--- config.mk ---
export PLATFORM = sky130hd
export DESIGN_NAME = digest_tx
export DESIGN_NICKNAME = d
export VERILOG_FILES = /design/src/rtl/digest_tx_pkg.sv /design/src/rtl/digest_tx_winsel.sv /design/src/rtl/digest_tx.sv
export SDC_FILE = /design/constraint.sdc
export NUM_CORES = 1
export LEC_CHECK = 0
export BUFFER_PORTS_ARGS = -buffer_cell sky130_fd_sc_hd__buf_2
export CORE_ASPECT_RATIO = 0.6
export CORE_MARGIN = 2
export CORE_UTILIZATION = 38
export CTS_BUF_LIST = sky130_fd_sc_hd__clkbuf_2
export DETAILED_ROUTE_END_ITERATION = 10
export MAX_ROUTING_LAYER = met4
export SLEW_MARGIN = 20
export SYNTH_ARGS = -nofsm -noshare
export SYNTH_HDL_FRONTEND = slang
export SYNTH_SLANG_ARGS = --single-unit
--- constraint.sdc ---
create_clock -name clk -period 4.57 [get_ports clk]
set_clock_uncertainty 0.1 [all_clocks]
set_input_delay 0.457 -clock clk [delete_from_list [all_inputs] [get_ports clk]]
set_output_delay 0.457 -clock clk [all_outputs]
set_load 0.02 [all_outputs]
--- src/rtl/digest_tx_pkg.sv ---
// Shared types and constants for the digest register-window transmitter.
// DIGEST_TX_BYTESWAP_EN (in digest_tx) byte-reverses each word at capture.
package digest_tx_pkg;

  typedef enum logic [1:0] {
    S_IDLE    = 2'd0,
    S_PRESENT = 2'd1,
    S_ACKED   = 2'd2
  } state_e;

  localparam int unsigned WORD_W    = 32;
  localparam int unsigned WIN_WORDS = 7;
  localparam int unsigned IDX_W     = 4;

  localparam int unsigned STAT_WIN_VALID = 0;
  localparam int unsigned STAT_IDLE      = 1;
  localparam int unsigned STAT_DONE      = 2;
  localparam int unsigned STAT_WIDX_LSB  = 4;

  // SHA big-endian word to CPU little-endian word
  function automatic logic [WORD_W-1:0] bswap32(input logic [WORD_W-1:0] w);
    return {w[7:0], w[15:8], w[23:16], w[31:24]};
  endfunction

endpackage

--- src/rtl/digest_tx_winsel.sv ---
// Registered window selector: maps buffer + window index onto seven slots,
// zero-filling slots past the end of the digest.
module digest_tx_winsel
  import digest_tx_pkg::*;
#(
  parameter int unsigned NWORDS = 8
) (
  input  logic                          clk,
  input  logic                          rst_n,
  input  logic [WORD_W*NWORDS-1:0]      buf_i,
  input  logic [IDX_W-1:0]              idx_i,
  input  logic                          load_i,
  input  logic                          clear_i,
  output logic [WORD_W*WIN_WORDS-1:0]   slots_o
);

  logic [WORD_W*WIN_WORDS-1:0] slots_d, slots_q;

  always_comb begin
    slots_d = '0;
    for (int unsigned s = 0; s < WIN_WORDS; s++) begin
      if ((WIN_WORDS * 32'(idx_i) + s) < NWORDS) begin
        slots_d[s*WORD_W +: WORD_W] = buf_i[(WIN_WORDS * 32'(idx_i) + s)*WORD_W +: WORD_W];
      end
    end
  end

  // Clear wins over load so an abort always blanks the bank
  always_ff @(posedge clk or negedge rst_n) begin
    if (!rst_n) begin
      slots_q <= '0;
    end else if (clear_i) begin
      slots_q <= '0;
    end else if (load_i) begin
      slots_q <= slots_d;
    end
  end

  assign slots_o = slots_q;

endmodule

--- src/rtl/digest_tx.sv ---
// Digest transmitter: captures a digest over valid/ready and presents it as
// 7-word windows with a four-phase CPU ack. Option: DIGEST_TX_BYTESWAP_EN.
module digest_tx
  import digest_tx_pkg::*;
#(
  parameter int unsigned NWORDS = 8
) (
  input  logic                      clk,
  input  logic                      resetn,
  input  logic [32*NWORDS-1:0]      digest_in,
  input  logic                      digest_valid,
  output logic                      digest_ready,
  input  logic                      cpu_ack,
  input  logic                      cpu_abort,
  output logic [31:0]               rout1,
  output logic [31:0]               rout2,
  output logic [31:0]               rout3,
  output logic [31:0]               rout4,
  output logic [31:0]               rout5,
  output logic [31:0]               rout6,
  output logic [31:0]               rout7,
  output logic [31:0]               status,
  output logic                      tx_done
);

  localparam int unsigned NWIN = (NWORDS + WIN_WORDS - 1) / WIN_WORDS;

  state_e                     state_d, state_q;
  logic [WORD_W*NWORDS-1:0]   buf_d, buf_q, cap_word;
  logic [IDX_W-1:0]           win_idx_d, win_idx_q;
  logic                       done_d, done_q;
  logic                       tx_done_d, tx_done_q;
  logic                       win_valid_q, idle_q;
  logic                       load, clear;
  logic [WORD_W*WIN_WORDS-1:0] slots;

  always_comb begin
    cap_word = '0;
    for (int unsigned k = 0; k < NWORDS; k++) begin
`ifdef DIGEST_TX_BYTESWAP_EN
      cap_word[k*WORD_W +: WORD_W] = bswap32(digest_in[k*WORD_W +: WORD_W]);
`else
      cap_word[k*WORD_W +: WORD_W] = digest_in[k*WORD_W +: WORD_W];
`endif
    end
  end

  // A stale ack or a pending abort blocks capture so window 0 is never skipped
  assign digest_ready = (state_q == S_IDLE) & ~cpu_ack & ~cpu_abort;

  always_comb begin
    state_d   = state_q;
    buf_d     = buf_q;
    win_idx_d = win_idx_q;
    done_d    = done_q;
    tx_done_d = 1'b0;
    load      = 1'b0;
    clear     = 1'b0;
    unique case (state_q)
      S_IDLE: begin
        if (digest_valid && digest_ready) begin
          buf_d     = cap_word;
          win_idx_d = '0;
          done_d    = 1'b0;
          load      = 1'b1;
          state_d   = S_PRESENT;
        end
      end
      S_PRESENT: begin
        if (cpu_ack) state_d = S_ACKED;
      end
      S_ACKED: begin
        if (!cpu_ack) begin
          if (win_idx_q == IDX_W'(NWIN - 1)) begin
            win_idx_d = '0;
            done_d    = 1'b1;
            tx_done_d = 1'b1;
            state_d   = S_IDLE;
          end else begin
            win_idx_d = win_idx_q + IDX_W'(1);
            load      = 1'b1;
            state_d   = S_PRESENT;
          end
        end
      end
      default: state_d = S_IDLE;
    endcase
    if (cpu_abort) begin
      state_d   = S_IDLE;
      win_idx_d = '0;
      done_d    = 1'b0;
      tx_done_d = 1'b0;
      load      = 1'b0;
      clear     = 1'b1;
    end
  end

  always_ff @(posedge clk or negedge resetn) begin
    if (!resetn) begin
      state_q     <= S_IDLE;
      buf_q       <= '0;
      win_idx_q   <= '0;
      done_q      <= 1'b0;
      tx_done_q   <= 1'b0;
      win_valid_q <= 1'b0;
      idle_q      <= 1'b1;
    end else begin
      state_q     <= state_d;
      buf_q       <= buf_d;
      win_idx_q   <= win_idx_d;
      done_q      <= done_d;
      tx_done_q   <= tx_done_d;
      win_valid_q <= (state_d == S_PRESENT);
      idle_q      <= (state_d == S_IDLE);
    end
  end

  // Slots are loaded from next-state values so they line up with win_valid
  digest_tx_winsel #(.NWORDS(NWORDS)) u_winsel (
    .clk     (clk),
    .rst_n   (resetn),
    .buf_i   (buf_d),
    .idx_i   (win_idx_d),
    .load_i  (load),
    .clear_i (clear),
    .slots_o (slots)
  );

  always_comb begin
    status                              = '0;
    status[STAT_WIN_VALID]              = win_valid_q;
    status[STAT_IDLE]                   = idle_q;
    status[STAT_DONE]                   = done_q;
    status[STAT_WIDX_LSB +: IDX_W]      = win_idx_q;
  end

  assign rout1   = slots[0*WORD_W +: WORD_W];
  assign rout2   = slots[1*WORD_W +: WORD_W];
  assign rout3   = slots[2*WORD_W +: WORD_W];
  assign rout4   = slots[3*WORD_W +: WORD_W];
  assign rout5   = slots[4*WORD_W +: WORD_W];
  assign rout6   = slots[5*WORD_W +: WORD_W];
  assign rout7   = slots[6*WORD_W +: WORD_W];
  assign tx_done = tx_done_q;

endmodule

==> out/results.ini <==
[outcome]
outcome=finished with violations
violations=negative setup slack

[final_layout]
fillers=4114
utilization_pct=58.35
fin_nets=2935
areaGrowthSynthToFinish_pct=50.92
layout_commonest_cell=dlygate4sd3_1
drive_gt1_share_pct=35.76
final_cell_mix=510 x dlygate4sd3_1, 492 x buf_2, 487 x dfrtp_1, 199 x nand2_1, 192 x mux2_2

[power_and_ir_drop]
peakVddDrop_mv=0.1927
p_leak_nw=15.50
cellPowerDensity_nw_per_um2=351.0
p_total_mw=10.50

[worst_hold_path]
min_path_type=input port to flop
worstHoldPathCells=3
min_from=digest_in[32]
min_to=buf_q[32]

[clocking]
clock_path_buffers=3
cts_buffers=114
htreeDepth=3
cts_tree=built
clock_latency_ps=1050
cts.reportedPaths.clkPinSlew_ps=120
root_buffer=clkbuf_2
cts_sinks=490

[timing]
hold_slack_ps=174.8
tightest_slew_ps=1059
worst_slack_ps=-24.44
setup_viol=3
slew_violations=0
fin_crit_sh_pct=100.5
hold_violations=0
setup_tns_ps=-38.89
period_needed_ps=4594
timing.fmax_mhz=217.7
rsz0062_at_grt=true
slew_headroom_pct=29.43

[synth]
seq_area_frac_synth_pct=61.88
synth_cell_types=56
syn_inst=1579
syn_area_per_cell_um2=12.55
synth_area_leaders=dfrtp_1 62%, mux2_2 11%, mux2i_1 4.9%
synth_top_area_share_pct=61.75
ys.flop_type=dfrtp_1
synth_area_um2=19820
ys_warn_count=0
synth_edf_count=0
synthArstFlopShare_pct=100.0
synth_seq_cells=490
yosysTopAreaCell=dfrtp_1

[place]
dp_hpwl_um=35240
place_congestion=0.8452
portBuffers=493

[die]
die_area_um2=54050
io_pins=519
chipWidth_um=298.8
die_h_um=180.9
start_util_pct=38.67
core_um2=51250
rows=64

[drt]
routed_wl_um=62400
vias=16530
first_iter_violations=945
avgRoutedWirePerCell_um=18.12
first_pass_iters=7
drc=0
ant_nets=0
avgViaCountPerCell=4.801

[worst_setup_path]
rr_worst_depth=19
end_kind=flop
reg2reg_from=win_idx_q[1]
crit_required_ps=5400
regToRegSetupSlack_ps=-20
r2r-end=u_winsel.slots_o[122]
crit_path_max_fanout=16
cp-start-kind=flop
crit_arrival_ps=5420
criticalPathCategory=flop to flop

[global_route]
track_usage_pct=22.79
grt_overflow=0
grt_pass1_wl_um=96400
grt_antenna_before_repair=2
grt_pass1_vias=17840
grt_max_degree=159

[flow_run]
maxCapViolations=0

==> final cells by class <==
class / count / area [um^2] / area share, %
clock inverters: 34 / 247.7 / 0.8284
clock buffers: 173 / 865.8 / 2.895
diodes: 2 / 5.005 / 0.01673
repair buffers: 1073 / 8472 / 28.33
inverters: 103 / 386.6 / 1.293
flip-flops and latches: 490 / 12270 / 41.01
well taps: 693 / 867.1 / 2.899
multi-input cells: 876 / 6797 / 22.73
==> where the power goes <==
group,switching (mW),internal [mW],leakage (nW),total [mW]
sequential,0.235,5.01,6.23,5.25
combinational,1.14,1.06,8.43,2.19
clock,1.82,1.24,0.837,3.06
==> cell families after synthesis <==
kind of cell	Yosys count	share of synthesized area [%]
flip-flops	490	61.88
multiplexers	289	15.81
AND/OR/NAND/NOR	283	6.396
AO/OA/AOI/OAI	255	8.890
buffers and inverters	237	5.417
adder cells (fa/ha/maj)	16	1.162
XOR/XNOR	8	0.4230
other	1	0.01892
==> synth_stat cells, types with 30 or more instances <==
master      n
a22o_1     64
buf_2      30
buf_4      33
clkbuf_1   53
dfrtp_1   489
inv_1     103
mux2_2    192
mux2i_1    97
nand2_1   201
nand4_1    35
o21ai_0    96
o31ai_1    66
==> worst max-delay path by stage <==
stage                     slack (ps)               endpoint  cells after the start          from
after floorplan                   10  u_winsel.slots_o[193]                     18  win_idx_q[1]
after global placement            10   u_winsel.slots_o[42]                     15       cpu_ack
after CTS                          8  u_winsel.slots_o[219]                     16  win_idx_q[1]
final                            -20  u_winsel.slots_o[122]                     19  win_idx_q[1]
after global routing            -120  u_winsel.slots_o[220]                     16  win_idx_q[1]
after detailed placement        -120   u_winsel.slots_o[38]                     15  win_idx_q[1]
==> through the flow <==
step / worst slack, ps / area (um^2) / std cells
5_1_grt: -121.8 / 29910 / 3444
4_1_cts: 7.863 / 29480 / 3419
3_3_place_gp: 11.64 / 23200 / 2701
6_report: -24.44 / 29910 / 3444
2_1_floorplan: 10.15 / 19950 / 1603
3_5_place_dp: -121.3 / 23200 / 2701
==> per-layer routing <==
layer	part of all wire (%)	global-route usage (%)	wire [um]	up-vias
met5	0	-	0	-
met4	3.4	8.900	2127	0
met3	5.2	5.195	3257	148
met2	49	36.51	30400	514
met1	43	28.15	26610	8244
li1	-	-	-	7628
==> critical path: stages (launching register included) <==
cell and delay, ps:
dfrtp_2 430, inv_2 80, ha_4 130, or3b_4 370, a221o_1 370, nand2_2 100
inv_2 60, fa_1 480, ha_4 190, fa_2 620, ha_4 170, buf_4 120
buf_4 100, nor2b_1 210, xnor2_1 90, o32ai_1 120, nand4_1 160, buf_6 220
clkbuf_16 180, o21ai_0 180
==> registers in the layout, indices dropped and copies added, names as in the netlist <==
register and cells:
buf_q 256, done_q 1, idle_q 1, state_q 2
tx_done 1, u_winsel.slots_o 224, win_idx_q 4, win_valid_q 1
==> repair_timing <==
| action | 4_1_cts | 5_1_grt |
|---|---|---|
| cloned | 0 | 8 |
| setup buffers | 2 | 13 |
| gates resized for setup | 12 | 62 |
| pin swaps | 2 | 19 |
| setup endpoints to repair | 107 | 217 |
| hold endpoints to repair | 950 | 2 |
| hold buffers | 509 | 2 |
Note: power is estimated with default switching activity, not from simulation.
